**src/rtl/alu_arb.sv**
```systemverilog
// Round-robin arbiter sharing one combinational ALU between two requesters.
// Grant, execute and complete take one cycle each: one operation per 3 cycles.
module alu_arb #(
  parameter int WIDTH = 32
) (
  input  logic             CLK,
  input  logic             RST_N,
  input  logic             REQ0,
  input  logic             REQ1,
  input  logic [2:0]       MODE0,
  input  logic [2:0]       MODE1,
  input  logic [WIDTH-1:0] A0,
  input  logic [WIDTH-1:0] B0,
  input  logic [WIDTH-1:0] A1,
  input  logic [WIDTH-1:0] B1,
  input  logic             CIN0,
  input  logic             CIN1,
  output logic             ACK0,
  output logic             ACK1,
  output logic [WIDTH-1:0] X_OUT,
  output logic             C_OUT,
  output logic             VALID,
  output logic             VALID_ID,
  output logic [2:0]       ALU_MODE,
  output logic [WIDTH-1:0] ALU_A,
  output logic [WIDTH-1:0] ALU_B,
  output logic             ALU_CIN,
  input  logic [WIDTH-1:0] ALU_X,
  input  logic             ALU_COUT
);

  typedef enum logic [1:0] {
    IDLE = 2'd0,
    EXEC = 2'd1,
    DONE = 2'd2
  } state_t;

  state_t state;
  logic   pri;
  logic   grantee;

  logic             any_req;
  logic             gnt;
  logic [2:0]       sel_mode;
  logic [WIDTH-1:0] sel_a;
  logic [WIDTH-1:0] sel_b;
  logic             sel_cin;

  // PRI only matters under contention; a lone requester always wins.
  always_comb begin
    any_req = REQ0 | REQ1;
    gnt     = 1'b0;
    if (REQ0 && REQ1) gnt = pri;
    else if (REQ1)    gnt = 1'b1;
    sel_mode = gnt ? MODE1 : MODE0;
    sel_a    = gnt ? A1    : A0;
    sel_b    = gnt ? B1    : B0;
    sel_cin  = gnt ? CIN1  : CIN0;
  end

  always_ff @(posedge CLK or negedge RST_N) begin
    if (!RST_N) begin
      state    <= IDLE;
      pri      <= 1'b0;
      grantee  <= 1'b0;
      ACK0     <= 1'b0;
      ACK1     <= 1'b0;
      VALID    <= 1'b0;
      VALID_ID <= 1'b0;
      X_OUT    <= '0;
      C_OUT    <= 1'b0;
      ALU_MODE <= 3'b000;
      ALU_A    <= '0;
      ALU_B    <= '0;
      ALU_CIN  <= 1'b0;
    end else begin
      unique case (state)
        IDLE: begin
          if (any_req) begin
            ALU_MODE <= sel_mode;
            ALU_A    <= sel_a;
            ALU_B    <= sel_b;
            ALU_CIN  <= sel_cin;
            grantee  <= gnt;
            pri      <= ~gnt;
            state    <= EXEC;
          end
        end
        EXEC: begin
          X_OUT    <= ALU_X;
          C_OUT    <= ALU_COUT;
          VALID_ID <= grantee;
          VALID    <= 1'b1;
          ACK0     <= ~grantee;
          ACK1     <= grantee;
          state    <= DONE;
        end
        DONE: begin
          VALID <= 1'b0;
          ACK0  <= 1'b0;
          ACK1  <= 1'b0;
          state <= IDLE;
        end
        default: begin
          VALID <= 1'b0;
          ACK0  <= 1'b0;
          ACK1  <= 1'b0;
          state <= IDLE;
        end
      endcase
    end
  end

endmodule
```
**config.mk**
```make
export PLATFORM = sky130hd
export DESIGN_NAME = alu_arb
export DESIGN_NICKNAME = d
export VERILOG_FILES = /design/src/rtl/alu_arb.sv
export SDC_FILE = /design/constraint.sdc
export NUM_CORES = 1
export LEC_CHECK = 0
export ABC_CLOCK_PERIOD_IN_PS = 1850
export BUFFER_PORTS_ARGS = -buffer_cell sky130_fd_sc_hd__buf_2
export CAP_MARGIN = 20
export CORE_MARGIN = 2
export CORE_UTILIZATION = 35
export CTS_BUF_LIST = sky130_fd_sc_hd__clkbuf_4
export DETAILED_ROUTE_END_ITERATION = 12
export PLACE_DENSITY = 0.74
export SLEW_MARGIN = 15
export SYNTH_ARGS = -nofsm -noshare
export SYNTH_HDL_FRONTEND = slang
export SYNTH_SLANG_ARGS = --single-unit
```
**constraint.sdc**
```tcl
create_clock -name CLK -period 1.85 [get_ports CLK]
set_input_delay 0.2775 -clock CLK [delete_from_list [all_inputs] [get_ports CLK]]
set_output_delay 0.2775 -clock CLK [all_outputs]
set_load 0.01 [all_outputs]
```
# After elaboration in Yosys (flattened, before gate mapping)
# Cells that the tools add are included.
dict set report op_classes {
  n_bitwise 3
  div 0
  n_reduce_logical 3
  addsub 0
  n_eq_ne 2
  mul 0
  magnitude_cmp 0
  n_mux 11
  shift 0
}
# operator n
set ops {}
lappend ops {{2-to-1 mux 32 bit} 2}
lappend ops {{case mux 1 bit (2 select lines)} 3}
lappend ops {{case mux 2 bit (2 select lines)} 1}
lappend ops {{2-to-1 mux 1 bit} 3}
lappend ops {{2-to-1 mux 3 bit} 1}
lappend ops {{equality test 2 x 1 -> 1 bit, second input constant} 1}
lappend ops {{logical NOT 2 bit} 1}
lappend ops {{2-to-1 mux 2 bit} 1}
lappend ops {{!= test 2 bit, second input constant} 1}
lappend ops {{NOT 1 bit} 2}
lappend ops {{AND reduction 2 bit} 1}
lappend ops {{logical AND 1 bit} 1}
lappend ops {{bitwise OR 1 bit} 1}
dict set report totals {
  in_bits 173
  memories 0
  latch_bits 0
  reg_bits 109
  word_cells 32
  romBits 0
  mem_bits_rw 0
}

# Longest topological paths before layout
# Gate-level depths: netlist (run 1).
dict set report depth {
  word_depth 3
  ltp_mapped 7
  ltp_nobuf 3
}

# Worst setup path before layout (run 1)
# No wires, ideal clock.
dict set report synth_timing {
  kind {input to register}
  start {input REQ1}
  end {register ALU_MODE[1]}
  path_slack_ns 0.419
  setup_ns 0.134
  required_ns 1.716
  arrival_ns 1.296
  cell_stages 7
  path_cell_list {buf_2 or2_1 clkbuf_1 buf_2 buf_4 a21oi_1 a31oi_2}
}
dict set report synth_via {
  elab_chain_cells 3
  elab_cells_between_ends 6
  cone_classes {mux (3); bitwise (1); reduce/logical (2)}
}
# item line
set synth_rtl {}
lappend synth_rtl {{from (decl)} 9} ;# input logic REQ1,
lappend synth_rtl {{2-to-1 mux 1 bit / logical AND 1 bit (equally long branches)} {54, 53}}
lappend synth_rtl {{2-to-1 mux 1 bit} 53} ;# if (REQ0 && REQ1) gnt = pri;
lappend synth_rtl {{2-to-1 mux 3 bit} 55} ;# sel_mode = gnt ? MODE1 : MODE0;
lappend synth_rtl {{to (signal assigned)} 80} ;# ALU_MODE <= sel_mode;
lappend synth_rtl {{to (decl)} 24} ;# output logic [2:0] ALU_MODE,
# Several ways; a longest one is shown, not always the timed one.
# A chain may end at the register's enable or synchronous reset.

# Final worst setup path (run 1)
dict set report layout_timing {
  start {register state[0]}
  end {register ALU_A[26]}
}
dict set report layout_via {
  elab_chain_cells 2
}
# item line
set layout_rtl {}
lappend layout_rtl {{from (decl)} 38} ;# state_t state;
lappend layout_rtl {{from (signal assigned)} 63} ;# state <= IDLE;
lappend layout_rtl {{from (signal assigned)} 86} ;# state <= EXEC;
lappend layout_rtl {{from (signal assigned)} 96} ;# state <= DONE;
lappend layout_rtl {{logical NOT 2 bit} 77} ;# unique case (state)
lappend layout_rtl {{AND reduction 2 bit (no source line)} -}
lappend layout_rtl {{to (signal assigned)} 81} ;# ALU_A <= sel_a;
lappend layout_rtl {{to (decl)} 25} ;# output logic [WIDTH-1:0] ALU_A,
# Every way passes these cells.

==> metrics.md, run 1 <==
| Metric | Value |
|---|---|
| Num ports | `278` |
| Clock transition at path regs | `0.17 ns` |
| DRC viols | `0` |
| Final Setup Violations | `0` |
| Worst-margin pin slew | `0.6911 ns` |
| Fin crit share | `78.74%` |
| Nets@finish | `943` |
| DIE AREA | `0.01514 sq mm` |
| Critical setup path kind | `flip-flop to flip-flop` |
| Synth top area cells | `dfrtp_1 (55%), a31oi_1 (8.6%), mux2_1 (7.5%), a21oi_1 (7.0%), nand3_1 (7.0%)` |
| PortBufs | `277` |
| Final hold violation count | `0` |
| Area fraction of the dominant cell type after synthesis | `55.01%` |
| Via density | `5.173` |
| Drt wl/cell | `16.72 um` |
| Routability cong. | `0.7854` |
| Count leader, synth | `dfrtp_1` |
| Post-Syn Instances | `492` |
| Post-route cell area | `0.006915 sq mm` |
| Fin crit period | `1.457 ns` |
| Slew margin rel. | `53.93%` |
| Internal power | `6.163 mW` |
| Clock Skews | `0.02161 ns` |
| Top FF cell, synth | `dfrtp_1` |
| Setup TNS | `0 ns` |
| Pin count of the biggest net entering global routing | `110` |
| Cell Count, Final, Fillers Out | `956` |
| Area Growth Syn to Fin | `39.46%` |
| Arr. time, crit path | `1.79 ns` |
| Rows | `43` |
| Fillcell total | `1282` |
| Net Sw Power | `4.373 mW` |
| Max H-tree Level | `3` |
| Switching share of power | `41.50%` |
| Sequential share of the synthesized area | `55.01%` |
| Min-delay src | `B0[5]` |
| Syn nets | `665` |
| Clock power share | `11.3%` |
| Dpl cell area | `0.006459 sq mm` |
| DRT iter0 DRCs | `290` |
| Post-synth top cells | `dfrtp_1 (109), a21oi_1 (69), nand3_1 (69), a31oi_1 (68), o21ai_0 (68)` |
| Avg Cell Area, Syn | `10.08 sq um` |
| First-pass GRT wire length | `23890 um` |
| Routed Antenna Nets | `0` |
| Synth area leader | `dfrtp_1` |
| Die W | `123.0 um` |
| Vias in the first global route | `4712` |
| Synthesized flop and latch total | `109` |
| Total CTS buffers | `9` |
| Drt first pass iters | `4` |
| Distinct cells, synth | `21` |
| Util after Layout | `49.82%` |
| R2R depth | `4` |
| Worst r2r src | `state[0]` |
| Crit path from | `state[0]` |
| Pwr/cell area | `1524 mW/mm^2` |
| Antenna violations before repair | `2` |
| Crit path launch type | `flip-flop` |
| Total number of vias | `4945` |
| Number of enable flip-flop cells after synthesis | `0` |
| RSZ-0062 raised after global routing | `false` |
| Initial Util | `35.72%` |
| Grt total ovfl | `0` |
| Outcome | `complete, no violations` |
| GR Util All Layers | `20.32%` |
| R2R Setup Slk | `0.39 ns` |
| CP Max Fanout | `35` |
| Die Span Y | `123.0 um` |
| Root Buffer Master | `clkbuf_4` |
| Setup bufs post-CTS | `0` |
| Share of cells above drive strength 1 | `40.70%` |
| Mapped Area | `0.004959 sq mm` |
| Comb power frac | `48.3%` |
| Core region area | `0.01388 sq mm` |
| WP data required | `2.19 ns` |
| Clk Latency, worst-skew pair | `0.47 ns` |
| Hold Crit Class | `primary input to flip-flop` |
| DPL Wire Length | `10560 um` |
| DP Cell Count | `907` |
| Fmax | `0.6865 GHz` |
| CTS Buffer Depth | `2` |
| VDD IR-drop max | `0.6788 mV` |
| Slew Viols, Final | `0` |
| Sequential share of power | `40.4%` |
| CTS tree | `yes` |
| Reg-to-Reg End | `ALU_A[26]` |
| Warnings from Yosys | `0` |
| CP endpoint kind | `flip-flop` |
| Leak | `3.187 nW` |
| WL final | `15990 um` |
| Clk sink count | `109` |
| Max_cap viols | `0` |
| Worst Hold End | `ALU_B[5]` |
| Async S/R FF share, synth | `100.0%` |
| Worst Hold Path Cells | `3` |
==> cell type report <==
cell class | count | area [sq um] | share of cell area (%)
antenna | 2 | 5.005 | 0.07237
clock buffer | 9 | 67.56 | 0.9770
clock inverter | 6 | 63.81 | 0.9227
inverter | 3 | 11.26 | 0.1628
multi-input combinational | 323 | 1943 | 28.10
sequential | 109 | 2728 | 39.44
tap | 180 | 225.2 | 3.257
timing repair buffer | 324 | 1872 | 27.07
==> placed cells by master (no fill, tap or decap), types with 4 or more instances in the layout <==
cell	n
buf_2	276
dfrtp_1	109
nand3_1	69
a21oi_1	69
o21ai_0	68
a31oi_1	68
mux2_1	33
dlygate4sd3_1	32
buf_4	12
clkbuf_4	9
nor2_1	4
buf_12	4
==> sequential cells by signal (all words and copies together), names as in the netlist <==
signal,flops
C_OUT,1
pri,1
ALU_B,32
grantee,1
ALU_CIN,1
state,2
ALU_MODE,3
X_OUT,32
VALID_ID,1
ALU_A,32
ACK1,1
ACK0,1
VALID,1
==> kinds of logic (layout without fill, tap and decap cells) <==
logic type / after synthesis / count (layout) / share of synthesized area [%]
AOI/OAI and AO/OA: 208 / 208 / 22.86
muxes: 35 / 35 / 7.898
DFF: 109 / 109 / 55.01
buffers and inverters: 60 / 342 / 6.182
and+or+nand+nor: 80 / 80 / 8.050
other: 0 / 2 / 0
==> metal layers <==
metal | track usage (%) | part of all wire, % | up-vias
li1 | - | - | 2368
met1 | 25.59 | 42 | 2324
met2 | 33.53 | 47 | 232
met3 | 4.982 | 9.1 | 21
met4 | 8.239 | 2.0 | 0
met5 | 0 | 0 | -
==> through the flow <==
stage	setup WS, ns	hold WS (ns)	power [mW]
6_report	0.3934	0.04360	10.54
5_1_grt	0.2915	0.008218	11.38
4_1_cts	0.3825	0.0003082	10.63
3_5_place_dp	0.3207	0.4053	9.399
3_3_place_gp	0.3475	0.3956	9.251
2_1_floorplan	0.4193	-0.01809	7.339
==> worst max-delay path: stages, from the launching register on <==
cell and delay, ns:
dfrtp_1 0.49, nor2_4 0.16, and2_2 0.16, buf_4 0.37
a31oi_1 0.16
==> power by group through the flow <==
stage | registers, mW | logic [mW] | clock network, mW
after floorplan | 4.81 | 2.53 | 0
after global placement | 4.26 | 5.00 | 0
after detailed placement | 4.29 | 5.10 | 0
after CTS | 4.26 | 5.14 | 1.24
after global routing | 4.39 | 5.65 | 1.34
final | 4.26 | 5.09 | 1.19
==> timing repair <==
action,CTS,global route
gates resized for setup,0,0
hold buffers,32,0
hold endpoints to repair,140,0
==> worst max path at each step <==
stage / depth (start not counted) / slack [ns] / to
floorplan: 7 / 0.42 / ALU_MODE[1]
global placement: 4 / 0.35 / ALU_MODE[1]
detailed placement: 4 / 0.32 / ALU_A[8]
CTS: 4 / 0.38 / ALU_A[26]
global route: 4 / 0.29 / ALU_A[25]
finish: 4 / 0.39 / ALU_A[26]
(Power assumes the default switching activity.)
==> run 2: changes to the inputs <==
Settings changed: ABC_CLOCK_PERIOD_IN_PS 1850 to 1300, PLACE_DENSITY 0.74 to 0.76.
Clock period 1.85 ns to 1.3 ns, I/O delays scaled along.
==> run 2 against run 1 <==
Compared with the run above:
- the run now ends with setup timing left
- power is 66% higher
- worst hold slack improved by 0.056 ns
- design area is 29% higher
- combinational power is 92% higher
- critical path depth increased by 1
- critical path type unchanged
- largest power group unchanged
- highest routed layer unchanged
==> metrics.md, run 2 (same netlist as run 1, synthesis figures left out) <==
| Metric | Value |
|---|---|
| R2R Setup Slk | `-0.07 ns (was 0.39 ns)` |
| Vias in the first global route | `6277 (was 4712)` |
| Arr. time, crit path | `1.75 ns (was 1.79 ns)` |
| Pin count of the biggest net entering global routing | `66 (was 110)` |
| GR Util All Layers | `26.18% (was 20.32%)` |
| Internal power | `10.27 mW (was 6.163 mW)` |
| First-pass GRT wire length | `30820 um (was 23890 um)` |
| PortBufs | `277 (unchanged)` |
| CP Max Fanout | `16 (was 35)` |
| Worst r2r src | `state[1] (was state[0])` |
| Critical setup path kind | `flip-flop to flip-flop (unchanged)` |
| Final hold violation count | `0 (unchanged)` |
| DRC viols | `0 (unchanged)` |
| Drt first pass iters | `5 (was 4)` |
| Core region area | `0.01388 sq mm (unchanged)` |
| Fin crit share | `105.4% (was 78.74%)` |
| Largest registers | `ALU_A x32, ALU_B x32, X_OUT x32 (unchanged)` |
| RSZ-0062 raised after global routing | `true (was false)` |
| Antenna violations before repair | `0 (was 2)` |
| VDD IR-drop max | `0.8132 mV (was 0.6788 mV)` |
| Rows | `43 (unchanged)` |
| Clock transition at path regs | `0.19 ns (was 0.17 ns)` |
| CTS tree | `yes (unchanged)` |
| Setup TNS | `-2.103 ns (was 0 ns)` |
| Outcome | `finished, violations left (was complete, no violations)` |
| Net Sw Power | `7.259 mW (was 4.373 mW)` |
| Met2 Usage GRT | `45.23% (was 33.53%)` |
| Via density | `5.467 (was 5.173)` |
| GRT busiest layer | `met2 (unchanged)` |
| Slew Viols, Final | `0 (unchanged)` |
| Crit path launch type | `flip-flop (unchanged)` |
| Num ports | `278 (unchanged)` |
| M3 GR Usage | `6.827% (was 4.982%)` |
| Die W | `123.0 um (unchanged)` |
| CP endpoint kind | `flip-flop (unchanged)` |
| Post-route cell area | `0.008915 sq mm (was 0.006915 sq mm)` |
| Post-place setup slack | `-0.03483 ns (was 0.3207 ns)` |
| Pwr/cell area | `1966 mW/mm^2 (was 1524 mW/mm^2)` |
| DIE AREA | `0.01514 sq mm (unchanged)` |
| Slew margin rel. | `75.98% (was 53.93%)` |
| Total number of vias | `6205 (was 4945)` |
| Most frequent cells in the layout | `buf_2 (269), dlygate4sd3_1 (171), dfrtp_1 (109) (was buf_2 (276), dfrtp_1 (109), nand3_1 (69), a21oi_1 (69))` |
| Root Buffer Master | `clkbuf_4 (unchanged)` |
| Clock power share | `9.3% (was 11.3%)` |
| Fin crit period | `1.371 ns (was 1.457 ns)` |
| Final Setup Violations | `77 (was 0)` |
| Die Span Y | `123.0 um (unchanged)` |
| Total CTS buffers | `9 (unchanged)` |
| DRT iter0 DRCs | `658 (was 290)` |
| Reg-to-Reg End | `ALU_B[10] (was ALU_A[26])` |
| Worst Hold End | `ALU_A[0] (was ALU_B[5])` |
| Dpl cell area | `0.006664 sq mm (was 0.006459 sq mm)` |
| Violated checks | `setup timing` |
| Routability cong. | `0.7608 (was 0.7854)` |
| DPL Wire Length | `11040 um (was 10560 um)` |
| Fmax | `0.7295 GHz (was 0.6865 GHz)` |
| Clk Latency, worst-skew pair | `0.48 ns (was 0.47 ns)` |
| Fillcell total | `1023 (was 1282)` |
| Comb power frac | `55.9% (was 48.3%)` |
| Area Growth Syn to Fin | `79.79% (was 39.46%)` |
| Routed Antenna Nets | `0 (unchanged)` |
| Clock Skews | `0.02289 ns (was 0.02161 ns)` |
| Share of cells above drive strength 1 | `37.63% (was 40.70%)` |
| Clk sink count | `109 (unchanged)` |
| WL final | `21580 um (was 15990 um)` |
| R2R depth | `5 (was 4)` |
| Most common cell after layout, fill and taps aside | `buf_2 (unchanged)` |
| Max H-tree Level | `3 (unchanged)` |
| Worst Hold Path Cells | `3 (unchanged)` |
| Sequential share of power | `34.8% (was 40.4%)` |
| Max_cap viols | `0 (unchanged)` |
| Nets@finish | `1122 (was 943)` |
| M1 GR Usage | `28.37% (was 25.59%)` |
| Grt total ovfl | `0 (unchanged)` |
| Initial Util | `35.72% (unchanged)` |
| Switching share of power | `41.42% (was 41.50%)` |
| CTS Buffer Depth | `2 (unchanged)` |
| Post-route setup slack | `-0.07082 ns (was 0.3934 ns)` |
| Worst-margin pin slew | `0.3602 ns (was 0.6911 ns)` |
| Drt wl/cell | `19.01 um (was 16.72 um)` |
| WP data required | `1.68 ns (was 2.19 ns)` |
| Util after Layout | `64.22% (was 49.82%)` |
| Leak | `4.064 nW (was 3.187 nW)` |
| Overall Power | `17.52 mW (was 10.54 mW)` |
| Min-delay src | `A0[0] (was B0[5])` |
| Hold Crit Class | `primary input to flip-flop (unchanged)` |
run 2: changes by cell type in the layout (fill, tap and decap cells not counted), moves of 4 or more:
cell / previous run / this run
buf_12: 4 / 15
buf_4: 12 / 31
buf_6: 0 / 11
clkbuf_16: 0 / 4
dlygate4sd3_1: 32 / 171
buf_2: 276 / 269
run 2: repair_timing:
item | in CTS | in global routing
setup endpoints to repair | 95 | 139
pin swaps | 1 | 0
cloned | 1 | 6
hold buffers | 171 | 0
setup buffers | 4 | 19
resized for setup | 5 | 14
endpoints found under the hold margin | 211 | 0
run 2: metal layers:
| metal | wire [um] | part of all wire (%) |
|---|---|---|
| met1 | 7733 | 36 |
| met2 | 10660 | 49 |
| met3 | 2182 | 10 |
| met4 | 1006 | 4.7 |
| met5 | 0 | 0 |
run 2: worst max-delay path by stage:
stage | cells after the start | end | startpoint | slack (ns)
floorplan | 4 | C_OUT | state[0] | -0.01
global placement | 5 | ALU_MODE[1] | REQ1 | -0.001
detailed placement | 4 | ALU_B[17] | pri | -0.03
CTS | 3 | X_OUT[31] | state[1] | -0.03
global route | 5 | ALU_B[25] | state[1] | -0.13
finish | 5 | ALU_B[10] | state[1] | -0.07
run 2: worst max-delay path, stage by stage (launching register included):
cell and delay [ns]:
dfrtp_1 0.45, nor2_4 0.14, buf_12 0.14, and2_4 0.24, buf_12 0.17, a31oi_1 0.11
run 2: cell type report:
class | count | area (sq um) | share of cell area (%)
repair buffers | 502 | 3842 | 43.10
flip-flops and latches | 109 | 2728 | 30.60
multi-input cells | 324 | 1989 | 22.32
well taps | 180 | 225.2 | 2.526
clock buffers | 9 | 67.56 | 0.7579
clock inverters | 7 | 48.80 | 0.5474
inverters | 3 | 11.26 | 0.1263
diodes | 1 | 2.502 | 0.02807
run 2: power by group through the flow:
stage	sequential [mW]	combinational, mW	clock [mW]
CTS	6.04	8.47	1.64
global route	6.28	10.5	1.80
detailed placement	6.11	7.71	0
floorplan	6.86	3.66	0
global placement	6.10	7.53	0
finish	6.10	9.79	1.63
run 2: per-stage QoR:
step,instances,hold WS [ns]
detailed placement,917,0.2040
floorplan,492,-0.1006
global placement,917,0.1971
CTS,1109,0.03236
global route,1134,0.05771
finish,1135,0.09923
==> run 3: changes to the inputs <==
Settings changed: CTS_BUF_LIST sky130_fd_sc_hd__clkbuf_4 to sky130_fd_sc_hd__clkbuf_4 sky130_fd_sc_hd__clkbuf_8, TNS_END_PERCENT set to 20.
==> run 3 against run 2 <==
Compared with the run above:
- critical path type unchanged
- sequential power shrank 0.8%
- first-iteration DRC count shrank 58%
- sequential share of layout area grew 8.4 points
- clock-buffer cell count grew 1
- combinational power shrank 18%
- flip-flop and latch count is the same
- die area is the same
- register-to-register slack gained 0.05 ns
- clock skew shrank 0.0068 ns
- highest routed layer unchanged
- the run still ends with setup timing left
==> metrics.md, run 3 (same netlist as run 1, synthesis figures left out) <==
| Metric | Value |
|---|---|
| Pwr/cell area | `2293 mW/mm^2 (was 1966 mW/mm^2)` |
| PortBufs | `277 (unchanged)` |
| Pin count of the biggest net entering global routing | `66 (unchanged)` |
| Root Buffer Master | `clkbuf_8 (was clkbuf_4)` |
| Most common cell after layout, fill and taps aside | `buf_2 (unchanged)` |
| Critical setup path kind | `flip-flop to flip-flop (unchanged)` |
| RSZ-0062 raised after global routing | `true (unchanged)` |
| Clock transition at path regs | `0.11 ns (was 0.19 ns)` |
| Util after Layout | `50.41% (was 64.22%)` |
| CP endpoint kind | `flip-flop (unchanged)` |
| Arr. time, crit path | `1.57 ns (was 1.75 ns)` |
| Most frequent cells in the layout | `buf_2 (276), dfrtp_1 (108), nand3_1 (69) (was buf_2 (269), dlygate4sd3_1 (171), dfrtp_1 (109))` |
| DRC viols | `0 (unchanged)` |
| Leak | `3.233 nW (was 4.064 nW)` |
| Clock power share | `12.2% (was 9.3%)` |
| Hold Crit Class | `primary input to flip-flop (unchanged)` |
| Sequential share of power | `37.7% (was 34.8%)` |
| Rows | `43 (unchanged)` |
| Largest registers | `ALU_A x32, ALU_B x32, X_OUT x32 (unchanged)` |
| Vias in the first global route | `4760 (was 6277)` |
| Routed Antenna Nets | `0 (unchanged)` |
| Initial Util | `35.72% (unchanged)` |
| Die Span Y | `123.0 um (unchanged)` |
| Die W | `123.0 um (unchanged)` |
| Switching share of power | `40.58% (was 41.42%)` |
| Core region area | `0.01388 sq mm (unchanged)` |
| Worst Hold Path Cells | `2 (was 3)` |
| Antenna violations before repair | `0 (unchanged)` |
| WP data required | `1.55 ns (was 1.68 ns)` |
| Crit path launch type | `flip-flop (unchanged)` |
| First-pass GRT wire length | `23840 um (was 30820 um)` |
| Grt total ovfl | `0 (unchanged)` |
| Drt wl/cell | `16.83 um (was 19.01 um)` |
| Nets@finish | `931 (was 1122)` |
| Area Growth Syn to Fin | `41.11% (was 79.79%)` |
| Internal power | `9.534 mW (was 10.27 mW)` |
| Total number of vias | `4936 (was 6205)` |
| Share of cells above drive strength 1 | `43.64% (was 37.63%)` |
| Violated checks | `setup timing (unchanged)` |
| R2R depth | `5 (unchanged)` |
| Area occupied by multi-input gates | `0.001959 sq mm (was 0.001989 sq mm)` |
| Met1 Wirelength | `6480 um (was 7733 um)` |
| Overall Power | `16.05 mW (was 17.52 mW)` |
| Fmax | `0.7573 GHz (was 0.7295 GHz)` |
| Total CTS buffers | `9 (unchanged)` |
| DPL Wire Length | `11040 um (unchanged)` |
| WL final | `15870 um (was 21580 um)` |
| Clk sink count | `109 (unchanged)` |
| Clock Skews | `0.01609 ns (was 0.02289 ns)` |
| Met2 WL | `7870 um (was 10660 um)` |
| Top layer in use | `met4 (unchanged)` |
| GR Util All Layers | `20.21% (was 26.18%)` |
| Drt first pass iters | `4 (was 5)` |
| DIE AREA | `0.01514 sq mm (unchanged)` |
| VDD IR-drop max | `0.9436 mV (was 0.8132 mV)` |
| CTS tree | `yes (unchanged)` |
| Fin crit period | `1.320 ns (was 1.371 ns)` |
| DP Cell Count | `917 (unchanged)` |
| Worst-margin pin slew | `0.3562 ns (was 0.3602 ns)` |
| DRT iter0 DRCs | `275 (was 658)` |
| Final hold violation count | `0 (unchanged)` |
| CP Max Fanout | `23 (was 16)` |
| N_diodes | `0 (was 1)` |
| CTS Buffer Depth | `2 (unchanged)` |
| Post-route setup slack | `-0.02042 ns (was -0.07082 ns)` |
| Outcome | `finished, violations left (unchanged)` |
| Fillcell total | `1301 (was 1023)` |
| Final Setup Violations | `16 (was 77)` |
| Max_cap viols | `0 (unchanged)` |
| Comb power frac | `50.1% (was 55.9%)` |
| Slew Viols, Final | `0 (unchanged)` |
| Post-place setup slack | `-0.03483 ns (unchanged)` |
| Num ports | `278 (unchanged)` |
| Clk Latency, worst-skew pair | `0.37 ns (was 0.48 ns)` |
| Cell Count, Final, Fillers Out | `943 (was 1135)` |
| Met3 wire len | `1345 um (was 2182 um)` |
| Slew margin rel. | `76.26% (was 75.98%)` |
| Via density | `5.234 (was 5.467)` |
| Net Sw Power | `6.511 mW (was 7.259 mW)` |
| Register Area | `0.002729 sq mm (was 0.002728 sq mm)` |
| Max H-tree Level | `3 (unchanged)` |
| Fin crit share | `101.6% (was 105.4%)` |
| Routability cong. | `0.7608 (unchanged)` |
[run 3: cell type report]
type	count	share of cell area (%)
flip-flops and latches	109	39.00
multi-input cells	323	28.00
repair buffers	312	27.00
well taps	180	3.219
clock buffers	10	1.967
clock inverters	6	0.6438
inverters	3	0.1609
[run 3: critical path: stages (launching register included)]
cell and delay, ns:
dfrtp_1 0.43, nor2_4 0.14, buf_12 0.13, and2_4 0.21, buf_12 0.18, a31oi_1 0.10
[run 3: power by group through the flow]
stage | registers (mW) | logic, mW | clock network, mW
global placement | 6.10 | 7.53 | 0
CTS | 6.06 | 8.03 | 2.04
finish | 6.05 | 8.03 | 1.96
floorplan | 6.86 | 3.66 | 0
detailed placement | 6.11 | 7.71 | 0
global route | 6.28 | 8.85 | 2.19
[run 3: worst paths after layout]
path	startpoint	end	slack, ns
setup / recovery	state[1]	ALU_A[23]	-0.02
setup reg to reg	state[1]	ALU_A[23]	-0.02
hold reg to reg	X_OUT[22]	X_OUT[22]	0.50
min in group asynchronous	RST_N	ALU_A[23]	0.36
hold / removal	ALU_X[7]	X_OUT[7]	0.03
max in group asynchronous	RST_N	ALU_B[11]	0.61
[run 3: repair_timing]
item	in CTS	in global routing
setup buffers	2	1
hold buffers	2	4
setup endpoints to repair	87	103
hold endpoints to repair	110	4
cloned	1	0
gates resized for setup	3	5
pin swaps	2	0
[run 3: per-stage QoR]
| stage | cell area, sq um | setup TNS (ns) | hold WS [ns] |
|---|---|---|---|
| finish | 6997 | -0.1233 | 0.02828 |
| global route | 6997 | -5.148 | 0.0002325 |
| CTS | 6930 | -0.2053 | 0.002703 |
| detailed placement | 6664 | -1.003 | 0.2040 |
| global placement | 6664 | -0.001134 | 0.1971 |
| floorplan | 4985 | -0.2630 | -0.1006 |
[run 3: routing by layer]
| layer | track usage [%] | vias up |
|---|---|---|
| li1 | - | 2352 |
| met1 | 24.57 | 2342 |
| met2 | 35.22 | 231 |
| met3 | 5.581 | 11 |
| met4 | 5.469 | 0 |
| met5 | 0 | - |
